**config.mk**
```make
export PLATFORM = sky130hd
export DESIGN_NAME = lsu_bus_ctrl
export DESIGN_NICKNAME = d
export VERILOG_FILES = /design/src/rtl/lsu_pkg.sv /design/src/rtl/lsu_align.sv /design/src/rtl/lsu_bus_ctrl.sv
export SDC_FILE = /design/constraint.sdc
export NUM_CORES = 1
export LEC_CHECK = 0
export ABC_AREA = 0
export ABC_CLOCK_PERIOD_IN_PS = 4700
export CAP_MARGIN = 25
export CORE_ASPECT_RATIO = 1.5
export CORE_MARGIN = 5
export CORE_UTILIZATION = 46
export DETAILED_ROUTE_END_ITERATION = 6
export HOLD_SLACK_MARGIN = 0.1
export PLACE_DENSITY = 0.89
export SYNTH_ARGS = -nofsm -noshare
export SYNTH_HDL_FRONTEND = slang
export SYNTH_HIERARCHICAL = 1
export SYNTH_SLANG_ARGS = --single-unit
```
**constraint.sdc**
```tcl
create_clock -name clk -period 4.7 [get_ports clk]
set_clock_uncertainty 0.15 [all_clocks]
set_input_delay 0.705 -clock clk [delete_from_list [all_inputs] [get_ports clk]]
set_output_delay 0.705 -clock clk [all_outputs]
set_load 0.02 [all_outputs]
```
**src/rtl/lsu_pkg.sv**
```systemverilog
// Shared types and access-size encodings for the load/store unit.
package lsu_pkg;

    typedef enum logic [1:0] {
        IDLE = 2'd0,
        BUSY = 2'd1,
        RESP = 2'd2
    } state_t;

    localparam logic [2:0] F3_B  = 3'b000;
    localparam logic [2:0] F3_H  = 3'b001;
    localparam logic [2:0] F3_W  = 3'b010;
    localparam logic [2:0] F3_BU = 3'b100;
    localparam logic [2:0] F3_HU = 3'b101;

endpackage

```
**src/rtl/lsu_align.sv**
```systemverilog
// Lane steering for stores (byte enables, data replication, legality)
// and lane extraction with sign/zero extension for loads.
module lsu_align
    import lsu_pkg::*;
(
    input  logic        req_valid,
    input  logic        req_we,
    input  logic [2:0]  req_funct3,
    input  logic [1:0]  req_off,
    input  logic [31:0] req_wdata,
    output logic [3:0]  be,
    output logic [31:0] wdata_rep,
    output logic        misalign,
    input  logic [2:0]  ld_funct3,
    input  logic [1:0]  ld_off,
    input  logic [31:0] ld_word,
    output logic [31:0] ld_data
);

    logic       bad_f3, bad_st, bad_h, bad_w;
    logic [7:0]  ld_byte;
    logic [15:0] ld_half;

    always_comb begin
        // NOTE: every output gets a default before the case so no path can infer a latch.
        be        = 4'b0000;
        wdata_rep = req_wdata;
        case (req_funct3[1:0])
            2'b00: begin
                be        = 4'b0001 << req_off;
                wdata_rep = {4{req_wdata[7:0]}};
            end
            2'b01: begin
                be        = 4'b0011 << {req_off[1], 1'b0};
                wdata_rep = {2{req_wdata[15:0]}};
            end
            2'b10:   be = 4'b1111;
            default: be = 4'b0000;
        endcase
    end

    // Unsigned sizes exist only for loads; reserved encodings are always illegal.
    assign bad_f3   = req_funct3 inside {3'b011, 3'b110, 3'b111};
    assign bad_st   = req_we & (req_funct3 inside {F3_BU, F3_HU});
    assign bad_h    = (req_funct3 inside {F3_H, F3_HU}) & req_off[0];
    assign bad_w    = (req_funct3 == F3_W) & (req_off != 2'b00);
    assign misalign = req_valid & (bad_f3 | bad_st | bad_h | bad_w);

    assign ld_byte = 8'(ld_word >> {ld_off, 3'b000});
    assign ld_half = ld_off[1] ? ld_word[31:16] : ld_word[15:0];

    always_comb begin
        ld_data = 32'h0;
        case (ld_funct3)
            F3_B:    ld_data = {{24{ld_byte[7]}}, ld_byte};
            F3_BU:   ld_data = {24'h0, ld_byte};
            F3_H:    ld_data = {{16{ld_half[15]}}, ld_half};
            F3_HU:   ld_data = {16'h0, ld_half};
            F3_W:    ld_data = ld_word;
            default: ld_data = 32'h0;
        endcase
    end

endmodule

```
**src/rtl/lsu_bus_ctrl.sv**
```systemverilog
// Load/store unit bridging the core data port to a handshaked, variable-latency
// memory bus; stalls the core from request until the response cycle.
module lsu_bus_ctrl
    import lsu_pkg::*;
#(
    parameter int TIMEOUT_CYC = 15,
    parameter int CNT_W       = 4
) (
    input  logic        clk,
    input  logic        reset,
    input  logic        req_valid,
    input  logic        req_we,
    input  logic [2:0]  req_funct3,
    input  logic [31:0] req_addr,
    input  logic [31:0] req_wdata,
    output logic        stall,
    output logic [31:0] rdata,
    output logic        misalign,
    output logic        fault,
    output logic        bus_req,
    output logic        bus_we,
    output logic [31:0] bus_addr,
    output logic [3:0]  bus_be,
    output logic [31:0] bus_wdata,
    input  logic        bus_ack,
    input  logic [31:0] bus_rdata
);

    localparam logic [CNT_W-1:0] TIMEOUT_LAST = CNT_W'(TIMEOUT_CYC - 1);

    state_t           state;
    logic [CNT_W-1:0] cnt;
    logic [2:0]       f3_q;
    logic [1:0]       off_q;
    logic             we_q;
    logic [31:0]      data_q;
    logic [3:0]       be;
    logic [31:0]      wdata_rep;
    logic [31:0]      ld_data;

    lsu_align u_align (
        .req_valid  (req_valid),
        .req_we     (req_we),
        .req_funct3 (req_funct3),
        .req_off    (req_addr[1:0]),
        .req_wdata  (req_wdata),
        .be         (be),
        .wdata_rep  (wdata_rep),
        .misalign   (misalign),
        .ld_funct3  (f3_q),
        .ld_off     (off_q),
        .ld_word    (data_q),
        .ld_data    (ld_data)
    );

    // The IDLE request cycle stalls combinationally so the core holds PC right away.
    assign stall = ~reset & ((state == BUSY) | ((state == IDLE) & req_valid & ~misalign));
    assign rdata = ((state == RESP) && !we_q) ? ld_data : 32'h0;

    always_ff @(posedge clk or posedge reset) begin
        if (reset) begin
            state     <= IDLE;
            cnt       <= '0;
            f3_q      <= 3'b000;
            off_q     <= 2'b00;
            we_q      <= 1'b0;
            data_q    <= 32'h0;
            fault     <= 1'b0;
            bus_req   <= 1'b0;
            bus_we    <= 1'b0;
            bus_addr  <= 32'h0;
            bus_be    <= 4'b0000;
            bus_wdata <= 32'h0;
        end else begin
            // NOTE: non-blocking assignments so every register samples pre-edge values.
            fault <= 1'b0;
            case (state)
                IDLE: begin
                    if (req_valid && !misalign) begin
                        f3_q      <= req_funct3;
                        off_q     <= req_addr[1:0];
                        we_q      <= req_we;
                        bus_req   <= 1'b1;
                        bus_we    <= req_we;
                        bus_addr  <= {req_addr[31:2], 2'b00};
                        bus_be    <= be;
                        bus_wdata <= wdata_rep;
                        cnt       <= '0;
                        state     <= BUSY;
                    end
                end
                BUSY: begin
                    if (bus_ack) begin
                        if (!we_q) data_q <= bus_rdata;
                        bus_req <= 1'b0;
                        cnt     <= '0;
                        state   <= RESP;
                    end else if (cnt == TIMEOUT_LAST) begin
                        bus_req <= 1'b0;
                        data_q  <= 32'h0;
                        fault   <= 1'b1;
                        cnt     <= '0;
                        state   <= RESP;
                    end else begin
                        cnt <= cnt + 1'b1;
                    end
                end
                RESP:    state <= IDLE;
                default: state <= IDLE;
            endcase
        end
    end

endmodule

```
; ---- Yosys cells after proc, flatten, opt, wreduce, memory -nomap -nowiden
; Cells that the tools add are included.
[classes]
addsub = 1
eq_ne = 19
shift = 3
muxes = 23
bitwise_logic = 13
reduce_logical = 18
[ops]
columns = cell, count
row1 = 32-bit one-hot mux with 5 select lines, 1
row2 = 32-bit two-way mux, 4
row3 = 32-bit one-hot mux with 2 select lines, 1
row4 = 32-bit by 5-bit >> shifter with 8-bit output, 1
row5 = 3-bit == test (second input constant), 6
row6 = 16-bit two-way mux, 1
row7 = 4-bit two-way mux, 3
row8 = 4-bit one-hot mux with 3 select lines, 1
row9 = 2-bit nonzero test, 5
row10 = 3-bit by 2-bit == test with 1-bit output (second input constant), 3
row11 = 4-bit one-hot mux with 2 select lines, 1
row12 = 1-bit AND, 7
row13 = 3-bit by 1-bit == test with 1-bit output (second input constant), 2
row14 = 1-bit two-way mux, 6
row15 = 2-bit two-way mux, 3
row16 = 2-bit AND reduction, 3
row17 = 3-bit AND reduction, 2
row18 = 4-bit by 1-bit adder with 4-bit output (second input constant), 1
row19 = 2-bit by 1-bit == test with 1-bit output (second input constant), 2
row20 = 2-bit == test (second input constant), 2
row21 = 4-bit == test (second input constant), 1
row22 = 2-bit zero test, 2
row23 = 1-bit bitwise OR, 4
row24 = 2-bit one-hot mux with 2 select lines, 1
row25 = other kinds (11), 14
[totals]
ff_bits = 112
in_bits = 104
out_inout_bits = 105
wordCells = 88

; ---- Longest topological paths before layout
; Gate-level depths: netlist of run 1.
[logic_depth]
ltp_word = 11
depth_mapped = 9
mapped_depth_nobuf = 5

; ---- By module
; The synthesis of run 1 kept the hierarchy.
[modules_own_cells]
columns = mod, instances, cells_per_inst, area_per_inst_um2, seq_area_each_um2
row1 = lsu_bus_ctrl, 1, 337, 4713.3, 2802.7
row2 = lsu_align, 1, 176, 1316.3, 0.0

; ---- Worst setup path before layout of run 1
; OpenSTA, ideal clock, no wires.
[synth_timing]
path_kind = input-to-output
startpoint = input port reset
endpoint = output port stall
arrival_time_ps = 3498
required_ps = 3845
path_slack_ps = 347
cell_stages = 2
path_buffers = 0
path_cell_list = inv_1 and2_1
[synth_via]
elab_chain_cells = 2
[synth_rtl]
columns = element, line
row1 = "start, declared", lsu_bus_ctrl.sv:10  ; input logic reset,
row2 = 1-bit inverter, lsu_bus_ctrl.sv:57  ; assign stall = ~reset & ((state == BUSY) | ((state == IDLE) & req_valid & ~misalign));
row3 = 1-bit AND, lsu_bus_ctrl.sv:57
row4 = "end, declared", lsu_bus_ctrl.sv:16  ; output logic stall,
; Every way passes these cells.

; ---- Final worst setup path of run 1
[layout_timing]
startpoint = input port req_addr[1]
endpoint = output port stall
[layout_via]
elab_chain_cells = 8
[layout_rtl]
columns = element, line
row1 = "start, declared", lsu_bus_ctrl.sv:14  ; input logic [31:0] req_addr,
row2 = 2-bit nonzero test, lsu_align.sv:46  ; assign bad_w = (req_funct3 == F3_W) & (req_off != 2'b00);
row3 = 1-bit AND, lsu_align.sv:46
row4 = 1-bit bitwise OR, lsu_align.sv:47  ; assign misalign = req_valid & (bad_f3 | bad_st | bad_h | bad_w);
row5 = 1-bit AND, lsu_align.sv:47
row6 = 1-bit inverter, lsu_bus_ctrl.sv:57
row7 = 1-bit AND, lsu_bus_ctrl.sv:57
row8 = 1-bit bitwise OR, lsu_bus_ctrl.sv:57
row9 = 1-bit AND, lsu_bus_ctrl.sv:57
; Every way passes these cells.

==> flow_summary.yaml, run 1 <==
detailed_routing:
  dr.pass1.iters: 4
  vias: 4701
  drtIter0Drc: 186
  avgViaCountPerCell: 5.52
  avgRoutedWirePerCell_um: 19.6
  ant_nets: 0
  routed_wl_um: 16700
  post-route-drc-count: 0
timing:
  drv_slew: 0
  final.setup.tns_ns: 0
  rsz0062_at_grt: "no"
  worst_pin_slew_ns: 0.978
  max_slew_margin_pct: 34.6
  fin_crit_sh_pct: 83.5
  max_freq_mhz: 255
  hold_ws_ns: 0.358
  setup_violations: 0
  post-route-min-period_ns: 3.93
  hold_viol_final: 0
grt:
  track_usage_pct: 22.0
  grt_pass1_wl_um: 26400
  grt_max_degree: 61
  overflow: 0
  antenna_found_initial: 0
  first_global_vias: 5043
clock_tree:
  clk_pin_slew_ns: 0.07
  clock_path_buffers: 2
  cts_tree: "done"
  cts_hold_buf: 0
  cts_setup_buffers: 0
  cts_buffers: 9
  cts.sink_count: 112
  clock_latency_ns: 0.34
  cts_htree_levels: 3
  cts_root_buffer: "clkbuf_16"
  cts_resized: 0
pwr:
  comb_power_share_pct: 49.2
  powerDensity_mw_per_mm2: 629
  p_leak_nw: 3.42
  p_sw_mw: 2.03
  pwr-share-seq_pct: 36.0
  swShare_pct: 38.5
  ir_drop_mv: 0.346
  power.internal_mw: 3.24
  p_total_mw: 5.26
  clock_power_share_pct: 14.8
worst_setup_path:
  crit_fanout: 5
  crit_path_end_kind: "output port"
  critical_path_buf_inv_count: 2
  crit_arrival_ns: 3.07
  crit_path_top_delay_cell: "clkdlybuf4s50_1"
  cp_top_family: "buffers and inverters"
  cp.required_ns: 3.85
  critical-path-max-stage-delay_ns: 0.60
  crit_path_frequent_cell: "clkdlybuf4s50_1"
  path_cells: "clkdlybuf4s50_1, o41ai_1, nor2_1, nand2b_1, a21oi_1, and2_1, clkdlybuf4s50_1"
  critPathLaunchType: "primary input"
  critPathKind: "in -> out"
synth:
  ys_seq_elements: 112
  syn_inst: 513
  ys_warn_count: 6
  netlist_area_mm2: 0.00603
  yosysUniqueCellTypes: 46
  ys_seq_area_share_pct: 46.5
  async_reset_ff_share_pct: 100
  synth_ff_type: "dfrtp_1"
  avgSynthCellArea_um2: 11.8
  synth_edf_count: 0
finish:
  final_cell_mix: "206 x clkdlybuf4s50_1, 112 x dfrtp_1, 98 x mux2_2"
  fin_nets: 794
  fill_cells: 1027
  num_antenna_cells: 0
  area_growth_pct: 38.7
  layout-drive-gt1-share_pct: 24.1
  layout.area.seq_mm2: 0.00280
  finish.utilization_pct: 64.6
  multi_input_area_mm2: 0.00286
  layout_commonest_cell: "clkdlybuf4s50_1"
floorplanning:
  io_pins: 209
  num_rows: 51
  initial_core_util_pct: 46.5
  fp.coreArea_mm2: 0.0130
  die_height_um: 150
  die_w_um: 103
  die-area_mm2: 0.0155
outcome:
  status: "completed"
run:
  maxCapViolCount: 0
placement:
  dp.final_hpwl_um: 12900
  port_buffers: 206
  place_congestion: 0.867
hold_path:
  min_path_type: "reg -> reg"
[cell usage after synthesis (all sizes together) (2+ instances only)]
cell | number | area share, %
a211oi | 16 | 2.0
a21bo | 32 | 5.3
a21oi | 28 | 2.3
a221o | 7 | 1.2
a22oi | 17 | 2.3
a32oi | 2 | 0.29
and2 | 34 | 3.5
buf | 42 | 5.1
clkbuf | 11 | 0.68
dfrtp | 112 | 46
ha | 2 | 0.41
inv | 8 | 0.50
mux2 | 99 | 19
mux2i | 11 | 1.8
nand2 | 10 | 0.62
nand2b | 4 | 0.41
nand3 | 34 | 2.8
nand3b | 2 | 0.25
nor2 | 4 | 0.33
nor2b | 8 | 0.83
nor3 | 2 | 0.17
nor3b | 2 | 0.44
o21ai | 11 | 0.91
[cells by family after synthesis]
family / count (synthesis) / synth area share [%]
buf+inv: 61 / 6.25
mux: 110 / 20.4
flops: 112 / 46.5
compound gates: 123 / 16.2
fa+ha+maj: 2 / 0.415
simple gates: 104 / 10.3
other cells: 1 / 0.0622
[path summary, 6_finish.rpt]
kind                                                 from                   endpoint  slack, ns  cells past startpoint
worst max-delay path                          req_addr[1]                      stall       0.77                      7
worst min-delay path            bus_wdata[28]$_DFFE_PP0P_  bus_wdata[28]$_DFFE_PP0P_       0.36                      1
worst max register to register       state[1]$_DFFE_PP0P_     data_q[20]$_DFFE_PP0P_       2.40                      3
worst min register to register  bus_wdata[28]$_DFFE_PP0P_  bus_wdata[28]$_DFFE_PP0P_       0.36                      1
max in group asynchronous                           reset        f3_q[0]$_DFFE_PP0P_       2.82                      4
min in group asynchronous                           reset   bus_addr[25]$_DFFE_PP0P_       0.53                      2
[per-stage QoR]
| step | cell area [µm²] | setup slack [ns] | std cells |
|---|---|---|---|
| 6_report | 8360 | 0.774 | 851 |
| 5_1_grt | 8360 | 0.565 | 851 |
| 4_1_cts | 8350 | 0.786 | 850 |
| 3_5_place_dp | 8050 | 0.813 | 835 |
| 3_3_place_gp | 8020 | 0.855 | 834 |
| 2_1_floorplan | 6030 | 0.347 | 514 |
[metal layers]
| layer | share of wire (%) | routed length, µm | vias up | global-route usage, % |
|---|---|---|---|---|
| li1 | - | - | 2201 | - |
| met1 | 34 | 5740 | 2275 | 23.6 |
| met2 | 54 | 9060 | 185 | 39.3 |
| met3 | 7.0 | 1170 | 40 | 5.70 |
| met4 | 4.1 | 680 | 0 | 10.4 |
| met5 | 0 | 0 | - | 0 |
[state kept, by name, summed over array words and instances, names as in the netlist]
| signal | flops |
|---|---|
| bus_addr | 30 |
| we_q | 1 |
| cnt | 4 |
| data_q | 32 |
| bus_be | 4 |
| off_q | 2 |
| state | 2 |
| f3_q | 3 |
| bus_wdata | 32 |
| fault | 1 |
| bus_req | 1 |
[cell type report]
class | count | area share (%)
clock buffers | 10 | 2.86
clock inverters | 5 | 0.778
inverters | 8 | 0.389
multi-input cells | 341 | 34.2
flip-flops and latches | 112 | 33.5
well taps | 159 | 2.38
repair buffers | 216 | 25.8
[worst reg2reg max path, delay by kind of cell, from the launching register on]
family             cells  cell delay, ns
DFF                    1            0.49
AOI/OAI and AO/OA      2            0.72
and+or+nand+nor        1            0.84
[power groups by stage]
stage	Combinational (mW)	Sequential [mW]	Clock (mW)
after floorplan	1.37	2.08	0
after global placement	2.52	1.87	0
after detailed placement	2.59	1.91	0
after CTS	2.60	1.90	0.797
after global routing	2.76	1.97	0.836
final	2.59	1.90	0.778
No activity file was read; power rests on OpenSTA's default activity.
==> run 2, diff against run 1 <==
--- a/config.mk
+++ b/config.mk
@@ -6,14 +6,14 @@
 export NUM_CORES = 1
 export LEC_CHECK = 0
 export ABC_AREA = 0
-export ABC_CLOCK_PERIOD_IN_PS = 4700
+export ABC_CLOCK_PERIOD_IN_PS = 3200
 export CAP_MARGIN = 25
 export CORE_ASPECT_RATIO = 1.5
 export CORE_MARGIN = 5
-export CORE_UTILIZATION = 46
+export CORE_UTILIZATION = 42
 export DETAILED_ROUTE_END_ITERATION = 6
 export HOLD_SLACK_MARGIN = 0.1
-export PLACE_DENSITY = 0.89
+export PLACE_DENSITY = 0.86
 export SYNTH_ARGS = -nofsm -noshare
 export SYNTH_HDL_FRONTEND = slang
 export SYNTH_HIERARCHICAL = 1
==> constraint.sdc (replaced) <==
create_clock -name clk -period 3.2 [get_ports clk]
set_clock_uncertainty 0.15 [all_clocks]
set_input_delay 0.48 -clock clk [delete_from_list [all_inputs] [get_ports clk]]
set_output_delay 0.48 -clock clk [all_outputs]
set_load 0.02 [all_outputs]
==> flow_summary.yaml, run 2 (synthesized netlist as in run 1, its figures left out) <==
pwr:
  ir_drop_mv: 0.506
  p_total_mw: 7.99
  p_leak_nw: 3.55
  powerDensity_mw_per_mm2: 932
clock_tree:
  cts_buffers: 9
  cts_root_buffer: "clkbuf_16"
  cts_hold_buf: 0
  cts_tree: "done"
  clock_latency_ns: 0.34
  clk_pin_slew_ns: 0.07
  cts_htree_levels: 3
  cts.sink_count: 112
  clock_path_buffers: 2
hold_path:
  min_path_type: "reg -> reg"
  hold-path-cell-count: 1
  min_from: "bus_be[1]$_DFFE_PP0P_"
  min_to: "bus_be[1]$_DFFE_PP0P_"
placement:
  port_buffers: 206
  pre_cts_slack_ns: -0.0565
  dp.final_hpwl_um: 13000
  placed_area_mm2: 0.00818
  place_congestion: 0.906
  dp_cells: 881
grt:
  track_usage_pct: 20.1
  overflow: 0
  grt_max_degree: 62
  grt_pass1_wl_um: 26900
  antenna_found_initial: 0
  first_global_vias: 5214
floorplanning:
  die-area_mm2: 0.0169
  fp.coreArea_mm2: 0.0141
  io_pins: 209
  die_w_um: 108
  num_rows: 53
  initial_core_util_pct: 42.9
  die_height_um: 157
finish:
  area_growth_pct: 42.1
  finalInstanceArea_mm2: 0.00857
  fin_nets: 810
  final_cell_mix: "203 x clkdlybuf4s50_1, 112 x dfrtp_1, 98 x mux2_2"
  fill_cells: 1151
  layout-drive-gt1-share_pct: 25.8
  num_antenna_cells: 0
  layoutNonFillerInstCount: 901
  layout.area.seq_mm2: 0.00280
  reg_top3: "bus_wdata x32, data_q x32, bus_addr x30"
  layout_commonest_cell: "clkdlybuf4s50_1"
  finish.utilization_pct: 60.9
  multi_input_area_mm2: 0.00289
detailed_routing:
  dr.pass1.iters: 4
  vias: 4790
  drtIter0Drc: 220
  ant_nets: 0
  avgRoutedWirePerCell_um: 18.9
  avgViaCountPerCell: 5.32
  routed_wl_um: 17000
  post-route-drc-count: 0
worst_setup_path:
  crit_path_end_kind: "output port"
  critPathKind: "reg -> out"
  reg2reg_slack_ns: 1.18
  crit_arrival_ns: 2.50
  crit_fanout: 13
  critPathLaunchType: "register"
  cp.required_ns: 2.57
  rr_worst_depth: 4
  r2r_start: "cnt[0]$_DFFE_PP0P_"
  r2r-end: "data_q[13]$_DFFE_PP0P_"
timing:
  hold_viol_final: 0
  max_slew_margin_pct: 36.6
  worst_slack_ns: 0.0691
  hold_ws_ns: 0.361
  drv_slew: 0
  fin_crit_sh_pct: 97.8
  worst_pin_slew_ns: 0.948
  final.setup.tns_ns: 0
  rsz0062_at_grt: "yes"
  post-route-min-period_ns: 3.13
  max_freq_mhz: 319
  setup_violations: 0
run:
  maxCapViolCount: 0
outcome:
  status: "completed"
run 2: changes by cell type in the layout (fill, tap and decap cells not counted), moves of 2 or more:
cell,before,now
clkdlybuf4s50_1,206,203
dlymetal6s2s_1,0,2
clkinv_4,0,2
buf_4,8,23
run 2: worst max-delay path: stages, from the launching register on:
cell	delay, ns
dfrtp_1	0.55
and2b_4	0.37
a22oi_2	0.09
buf_4	0.16
o31ai_1	0.23
and2_1	0.17
clkdlybuf4s50_1	0.60
run 2: routing by layer:
metal	wire length, µm	global-route usage (%)
met4	770	9.75
met1	5870	21.1
met5	0	0
met3	1340	6.03
met2	9060	36.2
run 2: where the power goes:
group	total, mW	internal [mW]	switching [mW]
clock	1.23	0.717	0.508
combinational	4.08	2.11	1.97
sequential	2.68	2.11	0.572
run 2: cell type report:
type	count	share of cell area, %
timing repair buffer	231	26.5
sequential	112	32.7
inverter	8	0.394
clock inverter	5	1.04
tap	192	2.80
multi-input combinational	342	33.7
clock buffer	11	2.83
run 2: worst max path at each step:
stage                    startpoint   endpoint
4_1_cts        off_q[0]$_DFFE_PP0P_  rdata[19]
6_report        f3_q[1]$_DFFE_PP0P_  rdata[15]
3_3_place_gp          req_funct3[0]      stall
3_5_place_dp          req_funct3[0]      stall
5_1_grt         f3_q[1]$_DFFE_PP0P_   rdata[1]
2_1_floorplan                 reset      stall
run 2: what timing repair did:
| action | CTS | global route |
|---|---|---|
| setup buffers | 0 | 3 |
| endpoints found under the setup margin | 20 | 21 |
| pin swaps | 1 | 1 |
| resized for setup | 1 | 5 |
| cloned | 1 | 0 |
==> run 3, diff against run 2 <==
--- a/config.mk
+++ b/config.mk
@@ -8,12 +8,12 @@
 export ABC_AREA = 0
 export ABC_CLOCK_PERIOD_IN_PS = 3200
 export CAP_MARGIN = 25
-export CORE_ASPECT_RATIO = 1.5
+export CORE_ASPECT_RATIO = 0.7
 export CORE_MARGIN = 5
-export CORE_UTILIZATION = 42
+export CORE_UTILIZATION = 35
 export DETAILED_ROUTE_END_ITERATION = 6
 export HOLD_SLACK_MARGIN = 0.1
-export PLACE_DENSITY = 0.86
+export PLACE_DENSITY = 0.75
 export SYNTH_ARGS = -nofsm -noshare
 export SYNTH_HDL_FRONTEND = slang
 export SYNTH_HIERARCHICAL = 1
==> flow_summary.yaml, run 3 (synthesized netlist as in run 1, its figures left out) <==
finish:
  finish.utilization_pct: 50.5
  fill_cells: 1508
  layout-drive-gt1-share_pct: 26.0
  fin_nets: 806
  reg_top3: "bus_wdata x32, data_q x32, bus_addr x30"
  final_cell_mix: "205 x clkdlybuf4s50_1, 109 x dfrtp_1, 98 x mux2_2"
  area_growth_pct: 42.5
  num_antenna_cells: 0
  layout_commonest_cell: "clkdlybuf4s50_1"
clock_tree:
  clk_pin_slew_ns: 0.07
  cts_htree_levels: 3
  clock_latency_ns: 0.35
  cts_tree: "done"
  cts_buffers: 9
  cts_root_buffer: "clkbuf_16"
  clock_path_buffers: 2
  cts.sink_count: 112
placement:
  place_congestion: 0.889
  port_buffers: 206
  dp.final_hpwl_um: 12400
pwr:
  powerDensity_mw_per_mm2: 931
  p_total_mw: 8.00
  ir_drop_mv: 0.429
  p_leak_nw: 3.49
worst_setup_path:
  critPathKind: "reg -> out"
  cp.required_ns: 2.57
  critPathLaunchType: "register"
  rr_worst_depth: 4
  crit_fanout: 13
  reg2reg_slack_ns: 1.17
  crit_arrival_ns: 2.48
  crit_path_end_kind: "output port"
  critPathLaunch: "off_q[0]$_DFFE_PP0P_"
  r2r_start: "cnt[0]$_DFFE_PP0P_"
detailed_routing:
  avgRoutedWirePerCell_um: 18.2
  avgViaCountPerCell: 5.15
  drtIter0Drc: 270
  ant_nets: 0
  routed_wl_um: 17100
  dr.pass1.iters: 5
  post-route-drc-count: 0
  vias: 4825
grt:
  overflow: 0
  grt_max_degree: 113
  track_usage_pct: 16.6
  antenna_found_initial: 0
  grt_pass1_wl_um: 26700
  first_global_vias: 4778
timing:
  drv_slew: 0
  post-route-min-period_ns: 3.11
  max_slew_margin_pct: 35.4
  fin_crit_sh_pct: 97.1
  worst_pin_slew_ns: 0.965
  setup_violations: 0
  rsz0062_at_grt: "no"
  max_freq_mhz: 322
  hold_viol_final: 0
floorplanning:
  die_w_um: 167
  num_rows: 40
  die-area_mm2: 0.0200
  initial_core_util_pct: 35.4
  die_height_um: 120
  io_pins: 209
  fp.coreArea_mm2: 0.0170
run:
  maxCapViolCount: 0
outcome:
  status: "completed"
hold_path:
  min_from: "bus_addr[31]$_DFFE_PP0P_"
  min_path_type: "reg -> reg"
  hold-path-cell-count: 1
==> run 3: changes by cell type in the layout (fill, tap and decap cells not counted), moves of 2 or more <==
cell             before  now
buf_4                23   19
clkdlybuf4s50_1     203  205
dfrtp_1             112  109
dfrtp_2               0    3
dlymetal6s2s_1        2    0
==> run 3: final cells by class <==
type	instances	area [µm²]	share of cell area (%)
Timing Repair Buffer	227	2250	26.1
Sequential cell	112	2810	32.7
Clock inverter	5	87.6	1.02
Tap cell	231	289	3.36
Clock buffer	11	243	2.82
Multi-Input combinational cell	342	2890	33.6
Inverter	8	33.8	0.393
==> run 3: per-stage QoR <==
step                setup WS [ns]  hold WS (ns)  cells  area, µm²  TNS (ns)
floorplan                -0.00475         0.313    514       6040  -0.00475
global placement            0.212         0.339    914       8190         0
detailed placement          0.222         0.344    914       8190         0
CTS                        0.0421         0.362    933       8560         0
global route              0.00379         0.373    936       8590         0
finish                     0.0920         0.356    936       8590         0
==> run 3: metal layers <==
metal,vias to the layer above,GRT usage [%],routed length (µm)
met2,205,25.8,7850
met3,12,5.30,1430
met5,-,0,0
met4,0,3.37,150
li1,2223,-,-
met1,2385,23.0,7650
==> run 3: critical path, cell delays in order (launching register included) <==
cell and delay (ns):
dfrtp_1 0.46, mux2_2 0.42, a22oi_4 0.38, a21oi_1 0.16
and2_1 0.17, clkdlybuf4s50_1 0.54
==> run 3: power breakdown <==
| group | internal, mW | leakage (nW) | total, mW | switching [mW] |
|---|---|---|---|---|
| clock network | 0.716 | 0.158 | 1.25 | 0.532 |
| logic | 2.13 | 1.97 | 4.05 | 1.93 |
| registers | 2.11 | 1.37 | 2.70 | 0.587 |
| total | 4.95 | 3.49 | 8.00 | 3.05 |
==> run 3: path summary, 6_finish.rpt <==
| check | end |
|---|---|
| max in group asynchronous | data_q[11]$_DFFE_PP0P_ |
| min reg2reg | bus_addr[31]$_DFFE_PP0P_ |
| max | rdata[13] |
| min | bus_addr[31]$_DFFE_PP0P_ |
| min in group asynchronous | data_q[23]$_DFFE_PP0P_ |
| max reg2reg | data_q[10]$_DFFE_PP0P_ |
==> run 3: what timing repair did <==
| action | in CTS | in global routing |
|---|---|---|
| hold buffers | 0 | 0 |
| pin swaps | 2 | 0 |
| cloned | 1 | 0 |
| setup buffers | 2 | 3 |
| hold endpoints to repair | 0 | 0 |
| resized for setup | 2 | 4 |
| setup endpoints to repair | 32 | 20 |
